<file path="src/rtl/imem_loader.sv">
// imem_loader: receives a framed byte stream (MAGIC, N, N*4 data bytes, CHK)
// and writes the words into the instruction memory. The CPU core is held in
// reset until a complete frame with a matching XOR checksum has been written.
//
// state   | meaning
// --------+---------------------------------------------------------------
// S_IDLE  | waiting for MAGIC after reset, other bytes discarded
// S_COUNT | waiting for the word count byte N
// S_DATA  | assembling a 32-bit word from four little-endian bytes
// S_WRITE | one-cycle memory write strobe, no byte accepted
// S_CHECK | waiting for the checksum byte
// S_DONE  | image verified, core released, MAGIC restarts a load
// S_ERR   | frame aborted (checksum, length or timeout), MAGIC restarts
//
// ADDR_W must not exceed 8: the word count byte cannot address more words.

module imem_loader #(
    parameter int          ADDR_W      = 6,
    parameter logic [7:0]  MAGIC       = 8'hA5,
    parameter int          TIMEOUT_CYC = 1000000
) (
    input  logic              clk,
    input  logic              sys_rst_n,
    input  logic [7:0]        rx_data,
    input  logic              rx_valid,
    output logic              rx_ready,
    output logic              mem_we,
    output logic [ADDR_W-1:0] mem_addr,
    output logic [31:0]       mem_wdata,
    output logic              cpu_rst_n,
    output logic              load_done,
    output logic              load_err
);

    localparam int TMR_W = $clog2(TIMEOUT_CYC + 1);
    localparam logic [TMR_W-1:0] TMR_RELOAD = TMR_W'(TIMEOUT_CYC - 1);

    typedef enum logic [2:0] {
        S_IDLE, S_COUNT, S_DATA, S_WRITE, S_CHECK, S_DONE, S_ERR
    } state_t;

    state_t           state, state_nxt;
    logic [7:0]       n_words;
    logic [7:0]       word_idx;
    logic [1:0]       byte_idx;
    logic [7:0]       xor_acc;
    logic [23:0]      asm_reg;
    logic [TMR_W-1:0] tmr;
    logic             xfer;
    logic             timed;
    logic             start;

    assign xfer   = rx_valid && rx_ready;
    assign timed  = (state == S_COUNT) || (state == S_DATA) || (state == S_CHECK);
    assign start  = xfer && (rx_data == MAGIC) &&
                    ((state == S_IDLE) || (state == S_DONE) || (state == S_ERR));
    assign mem_we = (state == S_WRITE);

    // State register.
    always_ff @(posedge clk or negedge sys_rst_n) begin
        if (!sys_rst_n) state <= S_IDLE;
        else            state <= state_nxt;
    end

    // Next-state logic; an expired idle timer overrides the normal transition.
    always_comb begin
        state_nxt = state;
        case (state)
            S_IDLE, S_DONE, S_ERR: begin
                if (start) state_nxt = S_COUNT;
            end
            S_COUNT: begin
                if (xfer) begin
                    if ({24'd0, rx_data} > 32'(1 << ADDR_W)) state_nxt = S_ERR;
                    else if (rx_data == 8'd0)                state_nxt = S_CHECK;
                    else                                     state_nxt = S_DATA;
                end
            end
            S_DATA: begin
                if (xfer && byte_idx == 2'd3) state_nxt = S_WRITE;
            end
            S_WRITE: begin
                if (word_idx + 8'd1 == n_words) state_nxt = S_CHECK;
                else                            state_nxt = S_DATA;
            end
            S_CHECK: begin
                if (xfer) state_nxt = (rx_data == xor_acc) ? S_DONE : S_ERR;
            end
            default: state_nxt = S_IDLE;
        endcase
        if (timed && !xfer && tmr == '0) state_nxt = S_ERR;
    end

    // Status outputs registered from the next state so they change on the
    // edge that enters the corresponding state.
    always_ff @(posedge clk or negedge sys_rst_n) begin
        if (!sys_rst_n) begin
            rx_ready  <= 1'b0;
            load_done <= 1'b0;
            load_err  <= 1'b0;
            cpu_rst_n <= 1'b0;
        end else begin
            rx_ready  <= (state_nxt != S_WRITE);
            load_done <= (state_nxt == S_DONE);
            load_err  <= (state_nxt == S_ERR);
            cpu_rst_n <= (state_nxt == S_DONE);
        end
    end

    // Inter-byte idle timer: down-counter reloaded on every transfer and
    // whenever the frame is not waiting on the byte stream.
    always_ff @(posedge clk or negedge sys_rst_n) begin
        if (!sys_rst_n)           tmr <= TMR_RELOAD;
        else if (!timed || xfer)  tmr <= TMR_RELOAD;
        else if (tmr != '0)       tmr <= tmr - 1'b1;
    end

    // Frame datapath: word count, byte/word indices, assembly and checksum.
    always_ff @(posedge clk or negedge sys_rst_n) begin
        if (!sys_rst_n) begin
            n_words  <= '0;
            word_idx <= '0;
            byte_idx <= '0;
            xor_acc  <= '0;
            asm_reg  <= '0;
        end else if (start) begin
            word_idx <= '0;
            byte_idx <= '0;
            xor_acc  <= '0;
        end else begin
            if (state == S_COUNT && xfer) n_words <= rx_data;
            if (state == S_DATA && xfer) begin
                asm_reg  <= {rx_data, asm_reg[23:8]};
                xor_acc  <= xor_acc ^ rx_data;
                byte_idx <= byte_idx + 2'd1;
            end
            if (state == S_WRITE) word_idx <= word_idx + 8'd1;
        end
    end

    // Write address/data latched with the 4th byte; held between strobes.
    always_ff @(posedge clk or negedge sys_rst_n) begin
        if (!sys_rst_n) begin
            mem_addr  <= '0;
            mem_wdata <= '0;
        end else if (state == S_DATA && xfer && byte_idx == 2'd3) begin
            mem_addr  <= word_idx[ADDR_W-1:0];
            mem_wdata <= {rx_data, asm_reg};
        end
    end

endmodule

</file>
<file path="config.mk">
export PLATFORM = sky130hd
export DESIGN_NAME = imem_loader
export DESIGN_NICKNAME = d
export VERILOG_FILES = /design/src/rtl/imem_loader.sv
export SDC_FILE = /design/constraint.sdc
export NUM_CORES = 1
export LEC_CHECK = 0
export BUFFER_PORTS_ARGS = -buffer_cell sky130_fd_sc_hd__buf_4
export CORE_ASPECT_RATIO = 2
export CORE_MARGIN = 5
export CORE_UTILIZATION = 38
export DETAILED_ROUTE_END_ITERATION = 7
export GPL_ROUTABILITY_DRIVEN = 0
export GPL_TIMING_DRIVEN = 0
export PLACE_DENSITY = 0.64
export SLEW_MARGIN = 10
export SYNTH_ARGS = -nofsm -noshare
export SYNTH_HDL_FRONTEND = slang
export SYNTH_SLANG_ARGS = --single-unit
</file>
<file path="constraint.sdc">
create_clock -name clk -period 6.3 [get_ports clk]
set_input_delay 0.315 -clock clk [delete_from_list [all_inputs] [get_ports clk]]
set_output_delay 0.315 -clock clk [all_outputs]
set_load 0.03 [all_outputs]
</file>
# After elaboration in Yosys (flattened, before gate mapping)

Index checks and enable logic that the tools add are counted.

$add $sub $neg: 3
Magnitude comparators: 1
Eq/ne operators: 13
Muxes and demuxes: 18
Bitwise operators: 2
Reductions and logical operators: 26

Operators by type and width:

| kind                  | count |
|---|---|
| $mux 20               | 2 |
| $mux 8                | 4 |
| $mux 3                | 8 |
| $logic_not 20->1      | 1 |
| $reduce_bool 20->1    | 1 |
| $sub 20x1->20 const B | 1 |
| $eq 8x8->1            | 2 |
| $eq 3x3->1 const B    | 5 |
| $pmux 3 s5            | 1 |
| $logic_and 1x1->1     | 9 |
| $add 8x1->8 const B   | 1 |
| $eq 8x8->1 const B    | 1 |
| $gt 8x7->1 const B    | 1 |
| $logic_not 8->1       | 1 |
| $xor 8x8->8           | 1 |
| $eq 3x2->1 const B    | 2 |
| $mux 2                | 3 |
| $reduce_bool 2->1     | 3 |
| $logic_or 1x1->1      | 5 |
| $reduce_and 2->1      | 2 |
| $eq 3x1->1 const B    | 1 |
| $logic_not 3->1       | 1 |
| $ne 3x2->1 const B    | 1 |
| $reduce_or 3->1       | 1 |
| 4 further kinds       | 5 |

Bits in registers: 114
Bits of input ports: 11
Output and inout port bits: 43
Logic and storage cells: 75

# Logic depth before layout (Yosys ltp)

Depth after elaboration: 8
Depth in mapped cells: 9
Depth with buffers taken out: 8

# Worst setup path before layout

No wires, ideal clock.

Kind: reg-to-reg
Start: reg tmr[0]
End: reg load_done
Library setup time: 0.117 ns
Arrival time: 1.939 ns
Required time: 6.183 ns
Setup slack: 4.245 ns
Cell stages (with the launch flop): 9
Buffers on the path: 0
Clock period less this slack: 2.055 ns
Path through: dfstp_2 > inv_1 > ha_1 > or4b_4 > nor3_4 > nand3_4 > or2_4 > o31a_2 > and2_4

Cells in the longest elaborated chain, start to end: 4

RTL lines:

| element                  | line | text |
|---|---|---|
| start: declaration       | 48   | `logic [TMR_W-1:0] tmr;` |
| start signal: assignment | 115  | `else if (tmr != '0) tmr <= tmr - 1'b1;` |
| $logic_not 20->1         | 91   | `if (timed && !xfer && tmr == '0) state_nxt = S_ERR;` |
| $logic_and 1x1->1        | 91   |  |
| $mux 3                   | 91   |  |
| via state_nxt[0]         | 42   | `state_t state, state_nxt;` |
| $eq 3x3->1               | 104  | `load_done <= (state_nxt == S_DONE);` |
| end signal: assignment   | 104  |  |
| end: declaration         | 31   | `output logic load_done,` |

The timed path passes the listed nets, and every way through them passes these cells.
A chain may end at the register's enable or synchronous reset.

# Final worst setup path

Start: reg state[0]
End: reg mem_wdata[30]

Cells in the longest elaborated chain, start to end: 3

RTL lines:

| element                         | line | text |
|---|---|---|
| start: declaration              | 42   |  |
| start signal: assignment        | 62   | `else state <= state_nxt;` |
| $eq 3x2->1                      | 146  | `end else if (state == S_DATA && xfer && byte_idx == 2'd3) begin` |
| $logic_and 1x1->1 (2 in series) | 146  |  |
| end signal: assignment          | 148  | `mem_wdata <= {rx_data, asm_reg};` |
| end: declaration                | 29   | `output logic [31:0] mem_wdata,` |

No other way between the ends.

==> metrics <==
Distinct cells, synth 48; initial antenna violation count 0; TritonCTS Buffers 17; clock-pin slew on the worst setup and hold paths 0.06 ns; largest net degree at the start of global routing 115; CP max-delay cell nor3_4; Root Driver clkbuf_16; CTS tree built; fin. max-slew vios 0; Min Clock Period, post-route 2.46 ns; worst-margin pin slew 1.05 ns; CP Launch Type register; post-cts resize count 0; final WL 12500 um; M1 WL 4310 um; Setup Skew 0.00863 ns; Multi-input gate area 2210 um^2; cts hold-fix bufs 0; Mapped Nets 577; Max H-tree Level 4; power density over cell area 503 nW/um^2; Routed Antenna Nets 0; fin worst setup slack 3.84 ns; Sw Ratio 37.8%; type of the worst setup path register to register; switching power 1.21 mW; Synth Instances 563; number of max-cap violations 0; flop2flop setup slack 3.84 ns; setup TNS 0 ns; Area growth syn-to-layout 22.1%; FF-to-FF End mem_wdata[30]$_DFFE_PN0P_; Max Clock Freq 406 MHz; dpl hpwl 9270 um; RSZ-0062 raised after global routing no; cell family with the largest share of critical-path delay simple AND/OR/NAND/NOR gates; Reg power frac 36.7%; Final Hold Vio Count 0; Core Area 13400 um^2; Boundary Pins 54; Post-CTS Setup Inserts 0; YS warnings 0; grt ovf 0; routed wl met3 423 um; most frequent cells in the layout nand2_1 (220), dfrtp_1 (102), buf_4 (48), nor2_1 (35), xor2_1 (21); ratio of cells with drive above 1 in the final layout 19.0%; ANT cells 0; VDD IR max 0.000372 V; sequential share of the synthesized area 55.1%; final setup fails 0; first-pass GRT wire length 21100 um; Rows 60; Die H 176 um; ys flop type dfrtp_1; critical path, cell by cell clkbuf_1 > nand2b_1 > nor3_4 > and2_1 > inv_2 > buf_2 > clkbuf_1 > nand2_1 > nand2_1; die area 16300 um^2; Initial DRC Count 187; Internal 1.99 mW; R2R Path Start state[0]$_DFF_PN0_; Mapped Avg Cell Area 9.25 um^2; Post-synth EDFFs 0; max reg flops 32; DRC Markers 0; initial core utilization 38.8%; capturing element type of the critical path register; Yosys top cell by area dfrtp_1; Port Buffer Count 48; status finished, final reports clean; FILL cells 1255; clk sinks 114; WL/cell 15.7 um; die width 92.8 um; ys async rst share 100%; met2 routed WL 7290 um; Skew-Pair Late Insertion Delay 0.41 ns; Clk pwr share 29.7%; vias in the first global route 4316; Logic pwr share 33.6%; Tcrit/Tclk final 39.1%; gr usage total 16.5%; critical path buffer and inverter count 4; CTS max path bufs 2; Worst R2R Path Depth 9; P_leak 3.09 nW; top post-synthesis cells by area dfrtp_1 (49%), nand2_1 (16%), dfstp_2 (6.1%); highest metal used met4; Crit path largest cell delay 0.43 ns; Synth Register Bits 114; register area 2870 um^2; worst hold path class input port to async pin; most common cell after layout, fill and taps aside nand2_1; dpl ws 3.81 ns; via/cell ratio 5.09; Yosys top cell area share 49.0%; Total Nets Final 644; Cell Area, Synth 5210 um^2; critical-path maximum fanout 10; required time of the critical path 6.60 ns; via count 4062; max_slew headroom 30.0%; crit path DAT 2.76 ns; DR pass1 iterations 4
-- power groups by stage --
stage | clock network [mW] | registers (mW) | logic (mW)
floorplan | 0 | 1.34 | 0.541
global placement | 0 | 1.17 | 1.06
detailed placement | 0 | 1.18 | 1.08
CTS | 0.966 | 1.17 | 1.09
global route | 1.00 | 1.21 | 1.20
finish | 0.949 | 1.17 | 1.07
-- Yosys cell counts (5+ instances only) --
cell type / count
a21oi_1: 5
buf_2: 6
clkbuf_1: 19
dfrtp_1: 102
dfstp_2: 12
inv_1: 5
mux2_2: 8
mux2i_1: 6
nand2_1: 220
nand2b_1: 6
nand3_1: 11
nand3b_1: 5
nor2_1: 35
nor3_1: 7
o21ai_0: 8
o21ai_1: 16
or3_1: 5
xnor2_1: 19
xor2_1: 21
-- layer usage --
layer  global-route usage, %  vias up
met5                       0        -
met4                    8.32        0
met3                    3.99       30
met2                    31.7       85
met1                    15.7     1995
li1                        -     1952
-- final cells by class --
type / count / area share, %
clock buffer: 18 / 6.91
timing repair buffer: 48 / 5.72
clock inverter: 14 / 2.42
buffer: 26 / 1.71
multi-input combinational: 417 / 34.7
inverter: 6 / 0.354
sequential: 114 / 45.1
tap: 155 / 3.05
-- how the worst max path moves through the flow --
stage                       startpoint                         to  slack [ns]  depth (start not counted)
floorplan           tmr[0]$_DFFE_PN1N_        load_done$_DFF_PN0_        4.24                          8
global placement    state[0]$_DFF_PN0_  mem_wdata[23]$_DFFE_PN0P_        3.87                          9
detailed placement  state[0]$_DFF_PN0_  mem_wdata[30]$_DFFE_PN0P_        3.81                          9
CTS                 state[0]$_DFF_PN0_  mem_wdata[30]$_DFFE_PN0P_        3.79                          9
global route        state[0]$_DFF_PN0_    mem_addr[0]$_DFFE_PN0P_        3.68                          9
finish              state[0]$_DFF_PN0_  mem_wdata[30]$_DFFE_PN0P_        3.84                          9
-- metrics by stage --
step	area (um^2)	hold WS, ns	instances	utilization (%)	power [mW]
3_3_place_gp	5760	0.458	766	42.9	2.23
3_5_place_dp	5770	0.463	766	42.9	2.27
2_1_floorplan	5210	0.0194	563	-	1.88
4_1_cts	6360	0.107	798	47.3	3.23
6_report	6360	0.0272	798	47.3	3.20
5_1_grt	6360	0.139	798	47.3	3.40
-- cell families after synthesis --
kind of cell	synth area share (%)
and+or+nand+nor	27.2
DFF	55.1
AOI/OAI and AO/OA	4.66
xor gates and xnor gates	6.73
buffers and inverters	2.52
muxes	2.88
adders and majority gates	0.913
Note: power is estimated with default switching activity, not from simulation.
